--- config.mk ---
export PLATFORM = sky130hd
export DESIGN_NAME = str_ring_controller
export DESIGN_NICKNAME = d
export VERILOG_FILES = /design/src/rtl/str_ring_controller_pkg.sv /design/src/rtl/str_ring_controller_tap_sync.sv /design/src/rtl/str_ring_controller.sv
export SDC_FILE = /design/constraint.sdc
export NUM_CORES = 1
export LEC_CHECK = 0
export ABC_AREA = 0
export CAP_MARGIN = 10
export CELL_PAD_IN_SITES_DETAIL_PLACEMENT = 1
export CELL_PAD_IN_SITES_GLOBAL_PLACEMENT = 2
export CORE_UTILIZATION = 34
export CTS_CLUSTER_SIZE = 16
export DETAILED_ROUTE_END_ITERATION = 10
export PLACE_DENSITY = 0.85
export SYNTH_ARGS = -nofsm -noshare
export SYNTH_HDL_FRONTEND = slang
export SYNTH_SLANG_ARGS = --single-unit
--- constraint.sdc ---
create_clock -name clk -period 7.15 [get_ports clk]
set_input_delay 1.43 -clock clk [delete_from_list [all_inputs] [get_ports clk]]
set_output_delay 1.43 -clock clk [all_outputs]
set_load 0.02 [all_outputs]
--- src/rtl/str_ring_controller_pkg.sv ---
// Shared types and default constants for the self-timed ring controller and its tap monitor.
package str_ring_controller_pkg;

  typedef enum logic [2:0] {
    IDLE,
    INIT,
    SETTLE,
    GATE,
    REPORT
  } state_e;

  localparam int unsigned N_STAGES_DEF      = 30;
  localparam logic [29:0] INIT_PATTERN_DEF  = 30'h0000_7FFF;
  localparam int unsigned INIT_CYCLES_DEF   = 4;
  localparam int unsigned SETTLE_CYCLES_DEF = 64;
  localparam int unsigned CNT_W_DEF         = 16;
  localparam int unsigned STALL_CYCLES_DEF  = 256;
  localparam int unsigned GATE_W            = 16;

endpackage

--- src/rtl/str_ring_controller_tap_sync.sv ---
// Brings the asynchronous ring tap into clk and emits a one-cycle pulse per transition (3-cycle latency).
module str_ring_controller_tap_sync (
  input  logic clk,
  input  logic rst,
  input  logic tap_in,
  output logic edge_pulse
);

  logic s1_q, s1_d;
  logic s2_q, s2_d;
  logic s3_q, s3_d;
  logic edge_q, edge_d;

  always_comb begin
    s1_d   = tap_in;
    s2_d   = s1_q;
    s3_d   = s2_q;
    edge_d = s2_q ^ s3_q;
  end

  always_ff @(posedge clk) begin
    if (rst) begin
      s1_q   <= 1'b0;
      s2_q   <= 1'b0;
      s3_q   <= 1'b0;
      edge_q <= 1'b0;
    end else begin
      s1_q   <= s1_d;
      s2_q   <= s2_d;
      s3_q   <= s3_d;
      edge_q <= edge_d;
    end
  end

  assign edge_pulse = edge_q;

endmodule

--- src/rtl/str_ring_controller.sv ---
// Hold/release sequencer and gated edge counter for the 30-stage INV/NOR self-timed ring.
// Idle-tap stall detection is built in when STR_STALL_DETECT_EN is defined.
module str_ring_controller
  import str_ring_controller_pkg::*;
#(
  parameter int unsigned         N_STAGES      = N_STAGES_DEF,
  parameter logic [N_STAGES-1:0] INIT_PATTERN  = N_STAGES'(INIT_PATTERN_DEF),
  parameter int unsigned         INIT_CYCLES   = INIT_CYCLES_DEF,
  parameter int unsigned         SETTLE_CYCLES = SETTLE_CYCLES_DEF,
  parameter int unsigned         CNT_W         = CNT_W_DEF,
  parameter int unsigned         STALL_CYCLES  = STALL_CYCLES_DEF
) (
  input  logic                clk,
  input  logic                rst,
  input  logic                start,
  input  logic                abort,
  input  logic [15:0]         cfg_gate,
  input  logic                tap_in,
  output logic                ring_init_en,
  output logic [N_STAGES-1:0] ring_init_val,
  output logic                busy,
  output logic                done,
  output logic [CNT_W-1:0]    count,
  output logic                count_valid,
  output logic                overflow,
  output logic                stall
);

  localparam int unsigned PH_W    = GATE_W;
  localparam int unsigned STALL_W = $clog2(STALL_CYCLES + 1);

`ifdef STR_STALL_DETECT_EN
  localparam bit STALL_EN = 1'b1;
`else
  localparam bit STALL_EN = 1'b0;
`endif

  state_e             state_q, state_d;
  logic [PH_W-1:0]    phase_q, phase_d;
  logic [PH_W-1:0]    gate_len_q, gate_len_d;
  logic [CNT_W-1:0]   edge_cnt_q, edge_cnt_d;
  logic               ovf_acc_q, ovf_acc_d;
  logic [STALL_W-1:0] idle_q, idle_d;
  logic               ring_init_en_q, ring_init_en_d;
  logic               busy_q, busy_d;
  logic               done_q, done_d;
  logic [CNT_W-1:0]   count_q, count_d;
  logic               count_valid_q, count_valid_d;
  logic               overflow_q, overflow_d;
  logic               stall_q, stall_d;
  logic               edge_pulse;
  logic               stall_hit;

  str_ring_controller_tap_sync u_tap_sync (
    .clk        (clk),
    .rst        (rst),
    .tap_in     (tap_in),
    .edge_pulse (edge_pulse)
  );

  // Cycles since the last tap edge while the ring is free-running; folds away when stall detect is off.
  always_comb begin
    idle_d    = '0;
    stall_hit = 1'b0;
    if (STALL_EN && (state_q == SETTLE || state_q == GATE) && !edge_pulse) begin
      idle_d    = idle_q + STALL_W'(1);
      stall_hit = (idle_q == STALL_W'(STALL_CYCLES - 1));
    end
  end

  always_comb begin
    state_d       = state_q;
    phase_d       = phase_q;
    gate_len_d    = gate_len_q;
    edge_cnt_d    = edge_cnt_q;
    ovf_acc_d     = ovf_acc_q;
    count_d       = count_q;
    count_valid_d = count_valid_q;
    overflow_d    = overflow_q;
    stall_d       = stall_q;

    unique case (state_q)
      IDLE: begin
        if (start && !abort) begin
          state_d       = INIT;
          phase_d       = '0;
          gate_len_d    = (cfg_gate == 16'd0) ? PH_W'(1) : cfg_gate;
          edge_cnt_d    = '0;
          ovf_acc_d     = 1'b0;
          count_d       = '0;
          count_valid_d = 1'b0;
          overflow_d    = 1'b0;
          stall_d       = 1'b0;
        end
      end
      INIT: begin
        if (phase_q == PH_W'(INIT_CYCLES - 1)) begin
          state_d = SETTLE;
          phase_d = '0;
        end else begin
          phase_d = phase_q + PH_W'(1);
        end
      end
      SETTLE: begin
        if (stall_hit) begin
          state_d = REPORT;
        end else if (phase_q == PH_W'(SETTLE_CYCLES - 1)) begin
          state_d    = GATE;
          phase_d    = '0;
          edge_cnt_d = '0;
          ovf_acc_d  = 1'b0;
        end else begin
          phase_d = phase_q + PH_W'(1);
        end
      end
      GATE: begin
        // Saturate rather than wrap; overflow records that real edges were lost.
        if (edge_pulse) begin
          if (edge_cnt_q == '1) ovf_acc_d = 1'b1;
          else                  edge_cnt_d = edge_cnt_q + CNT_W'(1);
        end
        if (stall_hit || phase_q == gate_len_q - PH_W'(1)) state_d = REPORT;
        else                                              phase_d = phase_q + PH_W'(1);
      end
      REPORT:  state_d = IDLE;
      default: state_d = IDLE;
    endcase

    if (abort) state_d = IDLE;

    if (state_d == REPORT) begin
      count_d       = edge_cnt_d;
      overflow_d    = ovf_acc_d;
      stall_d       = stall_hit;
      count_valid_d = 1'b1;
    end

    done_d         = (state_d == REPORT);
    busy_d         = (state_d != IDLE);
    ring_init_en_d = (state_d == IDLE) || (state_d == INIT);
  end

  always_ff @(posedge clk) begin
    if (rst) begin
      state_q        <= IDLE;
      phase_q        <= '0;
      gate_len_q     <= PH_W'(1);
      edge_cnt_q     <= '0;
      ovf_acc_q      <= 1'b0;
      idle_q         <= '0;
      ring_init_en_q <= 1'b1;
      busy_q         <= 1'b0;
      done_q         <= 1'b0;
      count_q        <= '0;
      count_valid_q  <= 1'b0;
      overflow_q     <= 1'b0;
      stall_q        <= 1'b0;
    end else begin
      state_q        <= state_d;
      phase_q        <= phase_d;
      gate_len_q     <= gate_len_d;
      edge_cnt_q     <= edge_cnt_d;
      ovf_acc_q      <= ovf_acc_d;
      idle_q         <= idle_d;
      ring_init_en_q <= ring_init_en_d;
      busy_q         <= busy_d;
      done_q         <= done_d;
      count_q        <= count_d;
      count_valid_q  <= count_valid_d;
      overflow_q     <= overflow_d;
      stall_q        <= stall_d;
    end
  end

  assign ring_init_en  = ring_init_en_q;
  assign ring_init_val = INIT_PATTERN;
  assign busy          = busy_q;
  assign done          = done_q;
  assign count         = count_q;
  assign count_valid   = count_valid_q;
  assign overflow      = overflow_q;
  assign stall         = stall_q;

endmodule

==> flow_summary_export.csv, run 1 <==
group,metric,value,unit
synthesis,netlist.area_leader.share,35.3,%
synthesis,synth.avg_cell_area,8.25,um2
synthesis,ys_async_sr_fraction,0,%
sta,finClkSkew,0.00942,ns
routing,detail-route-antenna-nets,0,
clocking,cts_sinks,77,
layout,final_common_cell,"dfxtp_1",
floorplanning,core-area,12600,um2
sta,slew_violations,0,
power_and_ir_drop,irDropWorstVdd,80.5,uV
sta,finalHoldViolCount,0,
sta,max_freq,0.243,GHz
power_and_ir_drop,p_per_area,194,nW/um2
synthesis,synth_edf_count,0,
routing,drt-initial-drc-count,175,
routing,num_vias,3905,
grt,antenna_found_initial,0,
sta,setup_viol,0,
layout,final_cell_mix,"dfxtp_1, nand2_1, clkdlybuf4s50_1, a21oi_1, conb_1",
hold_path,hp-class,"reg -> reg",
synthesis,syn_area,4360,um2
synthesis,synth_cells,529,
routing,drt_wl_total,12.0,mm
synthesis,synth_cell_type_count,58,
clocking,cts.clk_slew.worst_paths,0.06,ns
floorplanning,io_pins,73,
power_and_ir_drop,power,981,uW
grt,grt_use_total,19.0,%
worst_setup_path,worstSetupPathType,"reg -> reg",
clocking,post_cts_buffers,0,
floorplanning,die_area,13300,um2
synthesis,yosys_warnings,0,
placement,port_buffers,41,
sta,rsz0062_at_grt,"false",
synthesis,ys_top_cells_by_area,"dfxtp_1, buf_4, nand2_1",
outcome,status,"complete, no violations",
floorplanning,fp.dieW,115,um
synthesis,ys_ff_latch,77,
layout,layout.nets,577,
sta,tns,0,ns
routing,wl_per_cell,16.4,um
sta,tightest_slew,1.08,ns
synthesis,synth_flop_cell,"dfxtp_1",
placement,place_hpwl,8.66,mm
job,maxCapViolations,0,
synthesis,yosysTopAreaCell,"dfxtp_1",
routing,routed_via_density,5.35,
clocking,cts_tree,"yes",
clocking,clock_latency,0.34,ns
routing,drc,0,
layout,area_growth_syn_to_layout,15.6,%
power_and_ir_drop,p_leak,0.00187,uW
synthesis,synth-seq-area-share,35.3,%
grt,overflow,0,
worst_setup_path,crit_fanout,18,
grt,grt_start_max_net_pins,38,
worst_setup_path,setup.worst_path.end_class,"register",
grt,grt_pass1_wl,19.6,mm
floorplanning,row_count,41,
clocking,clockBufferDepth,2,
routing,dr.pass1.iters,4,
clocking,cts_buffers,9,
worst_setup_path,worstPathArrival,4.35,ns
layout,drive_gt1_share,9.68,%
grt,grt_pass1_vias,3959,
clocking,cts_resized,0,
clocking,cts-root-buf,"clkbuf_16",
layout,diodes,0,
sta,relSlewSlack,28.0,%
clocking,ctsHoldBuffers,0,
sta,period_share,57.6,%
floorplanning,start_util,34.7,%
sta,min_period,4.12,ns
placement,place.gp.congestion,0.858,
clocking,htreeDepth,3,
floorplanning,fp.dieH,115,um
worst_setup_path,cp.required,7.38,ns
layout,nFillCells,1506,
worst_setup_path,worstSetupStartpointType,"register",
## through the flow
| step | hold slack, ns | std cells | instance area [um2] | setup WS (ns) | util (%) |
|---|---|---|---|---|---|
| after floorplan | 0.414 | 558 | 4470 | 3.75 | - |
| after global placement | 0.445 | 714 | 4760 | 3.26 | 37.9 |
| after detailed placement | 0.449 | 714 | 4760 | 3.03 | 37.9 |
| after CTS | 0.458 | 730 | 5050 | 3.05 | 40.1 |
| after global routing | 0.459 | 730 | 5050 | 2.89 | 40.1 |
| final | 0.455 | 730 | 5050 | 3.03 | 40.1 |
## cell type report
cell class	instances	area (um2)	area share [%]
clock buffers	11	243	4.81
clock inverters	5	42.5	0.843
inverters	9	33.8	0.669
multi-input cells	410	2520	50.0
flip-flops and latches	77	1540	30.5
well taps	172	215	4.26
repair buffers	46	448	8.88
## cell families (layout without fill, tap and decap cells)
kind of cell / Yosys count / after routing / share of synthesized area [%]
flops: 77 / 77 / 35.3
mux: 20 / 20 / 5.88
compound gates: 117 / 117 / 16.9
other cells: 2 / 31 / 0.172
simple gates: 219 / 219 / 27.3
xor+xnor: 20 / 20 / 4.01
buf+inv: 71 / 71 / 9.52
fa+ha+maj: 3 / 3 / 0.860
## cells in the mapped netlist, types with 13 or more instances
cell	n
nand3_1	18
xnor2_1	13
dfxtp_1	77
nor2_1	24
nor3_1	14
clkbuf_1	24
a21oi_1	39
and3_1	25
nand2_1	57
o21ai_0	20
buf_4	31
## worst paths after layout
kind                         from               to  slack [ns]  cells past startpoint
hold reg to reg   u_tap_sync.s1_q  u_tap_sync.s2_q        0.46                      1
setup reg to reg    gate_len_q[0]        count[11]        3.03                      9
setup / recovery    gate_len_q[0]        count[11]        3.03                      9
hold / removal    u_tap_sync.s1_q  u_tap_sync.s2_q        0.46                      1
## flip-flops by register name, indices dropped and copies added, names as in the netlist
name                   flops
u_tap_sync.s1_q            1
done                       1
ring_init_en               1
edge_cnt_q                16
u_tap_sync.s3_q            1
state_q                    3
u_tap_sync.s2_q            1
gate_len_q                16
count                     16
phase_q                   16
u_tap_sync.edge_pulse      1
overflow                   1
ovf_acc_q                  1
count_valid                1
busy                       1
## where the power goes
part / switching (uW) / total, uW / leakage (uW) / internal, uW
Clock: 191 / 439 / 0.000137 / 248
Sequential: 9.53 / 445 / 0.000623 / 435
Combinational: 60.5 / 96.7 / 0.00111 / 36.2
Total: 261 / 981 / 0.00187 / 720
## per-layer routing
| layer | global-route usage, % | vias up | routed length, um |
|---|---|---|---|
| met1 | 21.7 | 1912 | 5320 |
| li1 | - | 1915 | - |
| met2 | 34.5 | 60 | 6080 |
| met5 | 0 | - | 0 |
| met4 | 7.53 | 0 | 206 |
| met3 | 3.74 | 18 | 393 |
## worst max-delay path, stage by stage (launching register included)
cell and delay [ns]:
dfxtp_1 0.36, inv_1 0.07, ha_1 0.19, nor3b_1 0.72, a21oi_1 0.15, nand3b_1 0.20
or4_4 0.53, or4_4 0.56, or3_1 0.75, mux2_4 0.46
Power figures use the tool's default switching activity.
==> run 2, diff against run 1 <==
- CORE_UTILIZATION: 34 -> 28
- PLACE_DENSITY: 0.85 -> 0.75
- clock period: 7.15 -> 3.7 ns (I/O delays scaled with it)
==> flow_summary_export.csv, run 2 (synthesized netlist as in run 1, its figures left out) <==
group,metric,value,unit
power_and_ir_drop,p_per_area,395,nW/um2
sta,relSlewSlack,45.1,%
hold_path,hold_start,"u_tap_sync.s1_q",
worst_setup_path,r2r_setup_slack,0.13,ns
worst_setup_path,crit_fanout,18,
floorplanning,start_util,28.7,%
routing,wl_per_cell,16.5,um
layout,drive_gt1_share,11.0,%
sta,min_period,3.57,ns
routing,drt-initial-drc-count,161,
clocking,clock_latency,0.34,ns
clocking,clockBufferDepth,2,
grt,grt_pass1_vias,3949,
sta,period_share,96.5,%
floorplanning,die_area,16100,um2
worst_setup_path,cp.depth,8,
grt,antenna_found_initial,0,
sta,rsz0062_at_grt,"false",
floorplanning,core-area,15200,um2
hold_path,hp-class,"reg -> reg",
sta,setup_viol,0,
worst_setup_path,critical-path-top-delay-family,"simple AND/OR/NAND/NOR gates",
worst_setup_path,worstPathArrival,3.79,ns
hold_path,holdPathStages,1,
sta,tightest_slew,0.815,ns
placement,place.gp.congestion,0.830,
outcome,status,"complete, no violations",
worst_setup_path,critPathMaxStageDelay,0.74,ns
hold_path,min_delay_worst_endpoint,"u_tap_sync.s2_q",
floorplanning,fp.dieH,127,um
clocking,cts_buffers,9,
power_and_ir_drop,irDropWorstVdd,203,uV
worst_setup_path,worstSetupStartpointType,"register",
clocking,cts_tree,"yes",
placement,place_hpwl,8.84,mm
worst_setup_path,r2r_cells,8,
layout,layout.nets,584,
grt,overflow,0,
sta,hold_slack,0.461,ns
layout,final_common_cell,"dfxtp_1",
layout,finalCoreUtilization,34.0,%
clocking,cts_sinks,77,
floorplanning,fp.dieW,127,um
sta,slew_violations,0,
routing,num_vias,3944,
clocking,cts-root-buf,"clkbuf_16",
clocking,htreeDepth,3,
worst_setup_path,cp_slowest_cell,"nor4_1",
worst_setup_path,r2r_start,"gate_len_q[0]",
grt,grt_start_max_net_pins,37,
grt,grt_use_total,16.0,%
job,maxCapViolations,0,
sta,fin_ws,0.131,ns
routing,drt_wl_total,12.4,mm
routing,dr.pass1.iters,4,
routing,detail-route-antenna-nets,0,
power_and_ir_drop,p_leak,0.00193,uW
grt,grt_pass1_wl,20.5,mm
placement,port_buffers,41,
floorplanning,row_count,45,
worst_setup_path,cp-startpoint,"gate_len_q[0]",
worst_setup_path,cp_common_cell,"or4_4",
clocking,cts.clk_slew.worst_paths,0.06,ns
floorplanning,io_pins,73,
routing,routed_via_density,5.24,
sta,max_freq,0.280,GHz
placement,pre_cts_ws,-0.00443,ns
worst_setup_path,setup.worst_path.end_class,"register",
layout,area_growth_syn_to_layout,18.5,%
worst_setup_path,crit_path_cell_trace,"nor4_1 > nand4_1 > xnor2_1 > or4_4 > or4_4 > or3_1 > buf_4 > mux2_4",
layout,final_cell_mix,"dfxtp_1, nand2_1, clkdlybuf4s50_1, a21oi_1, conb_1",
layout,diodes,0,
routing,drc,0,
worst_setup_path,r2r-end,"count[8]",
worst_setup_path,cp.required,3.92,ns
worst_setup_path,path_buf_inv,1,
worst_setup_path,worstSetupPathType,"reg -> reg",
sta,tns,0,ns
sta,finalHoldViolCount,0,
sta,finClkSkew,0.00530,ns
[run 2: cell type report]
class	count	area [um2]
fill	1822	10000
multi-input combinational	410	2530
sequential	77	1540
timing repair buffer	53	500
clock buffer	12	267
tap	188	235
clock inverter	3	67.6
inverter	9	33.8
[run 2: worst max-delay path by stage]
stage | to | slack [ns]
finish | count[8] | 0.13
floorplan | count[10] | 0.30
detailed placement | count[8] | -0.004
CTS | count[8] | 0.13
global placement | count[8] | 0.15
global route | count[11] | 0.02
[run 2: where the power goes]
part | total [uW] | internal [uW] | switching (uW)
Clock | 991 | 642 | 349
Combinational | 194 | 74.2 | 119
Sequential | 860 | 841 | 18.4
Total | 2040 | 1560 | 486
[run 2: timing repair]
item,in CTS,in global routing
resized for setup,1,0
buffers inserted,0,0
hold buffers,0,0
endpoints found under the hold margin,0,0
setup endpoints to repair,17,0
[run 2: metal layers]
| layer | track usage [%] | share of wire, % | vias up |
|---|---|---|---|
| met5 | 0 | 0 | - |
| met1 | 19.5 | 45 | 1935 |
| met4 | 5.46 | 1.6 | 0 |
| li1 | - | - | 1924 |
| met3 | 3.29 | 2.9 | 15 |
| met2 | 27.9 | 50 | 70 |
[run 2: worst register-to-register path, delay by kind of cell (launching register included)]
| kind | cells | cell delay (ns) |
|---|---|---|
| mux | 1 | 0.34 |
| buf+inv | 1 | 0.23 |
| xor+xnor | 1 | 0.22 |
| flops | 1 | 0.36 |
| simple gates | 5 | 2.32 |
[run 2: stage by stage]
stage	power, uW	cell area [um2]	instances
final	2040	5170	752
after global placement	1070	4830	737
after global routing	2130	5170	752
after floorplan	1030	4470	558
after detailed placement	1070	4830	737
after CTS	2070	5170	752
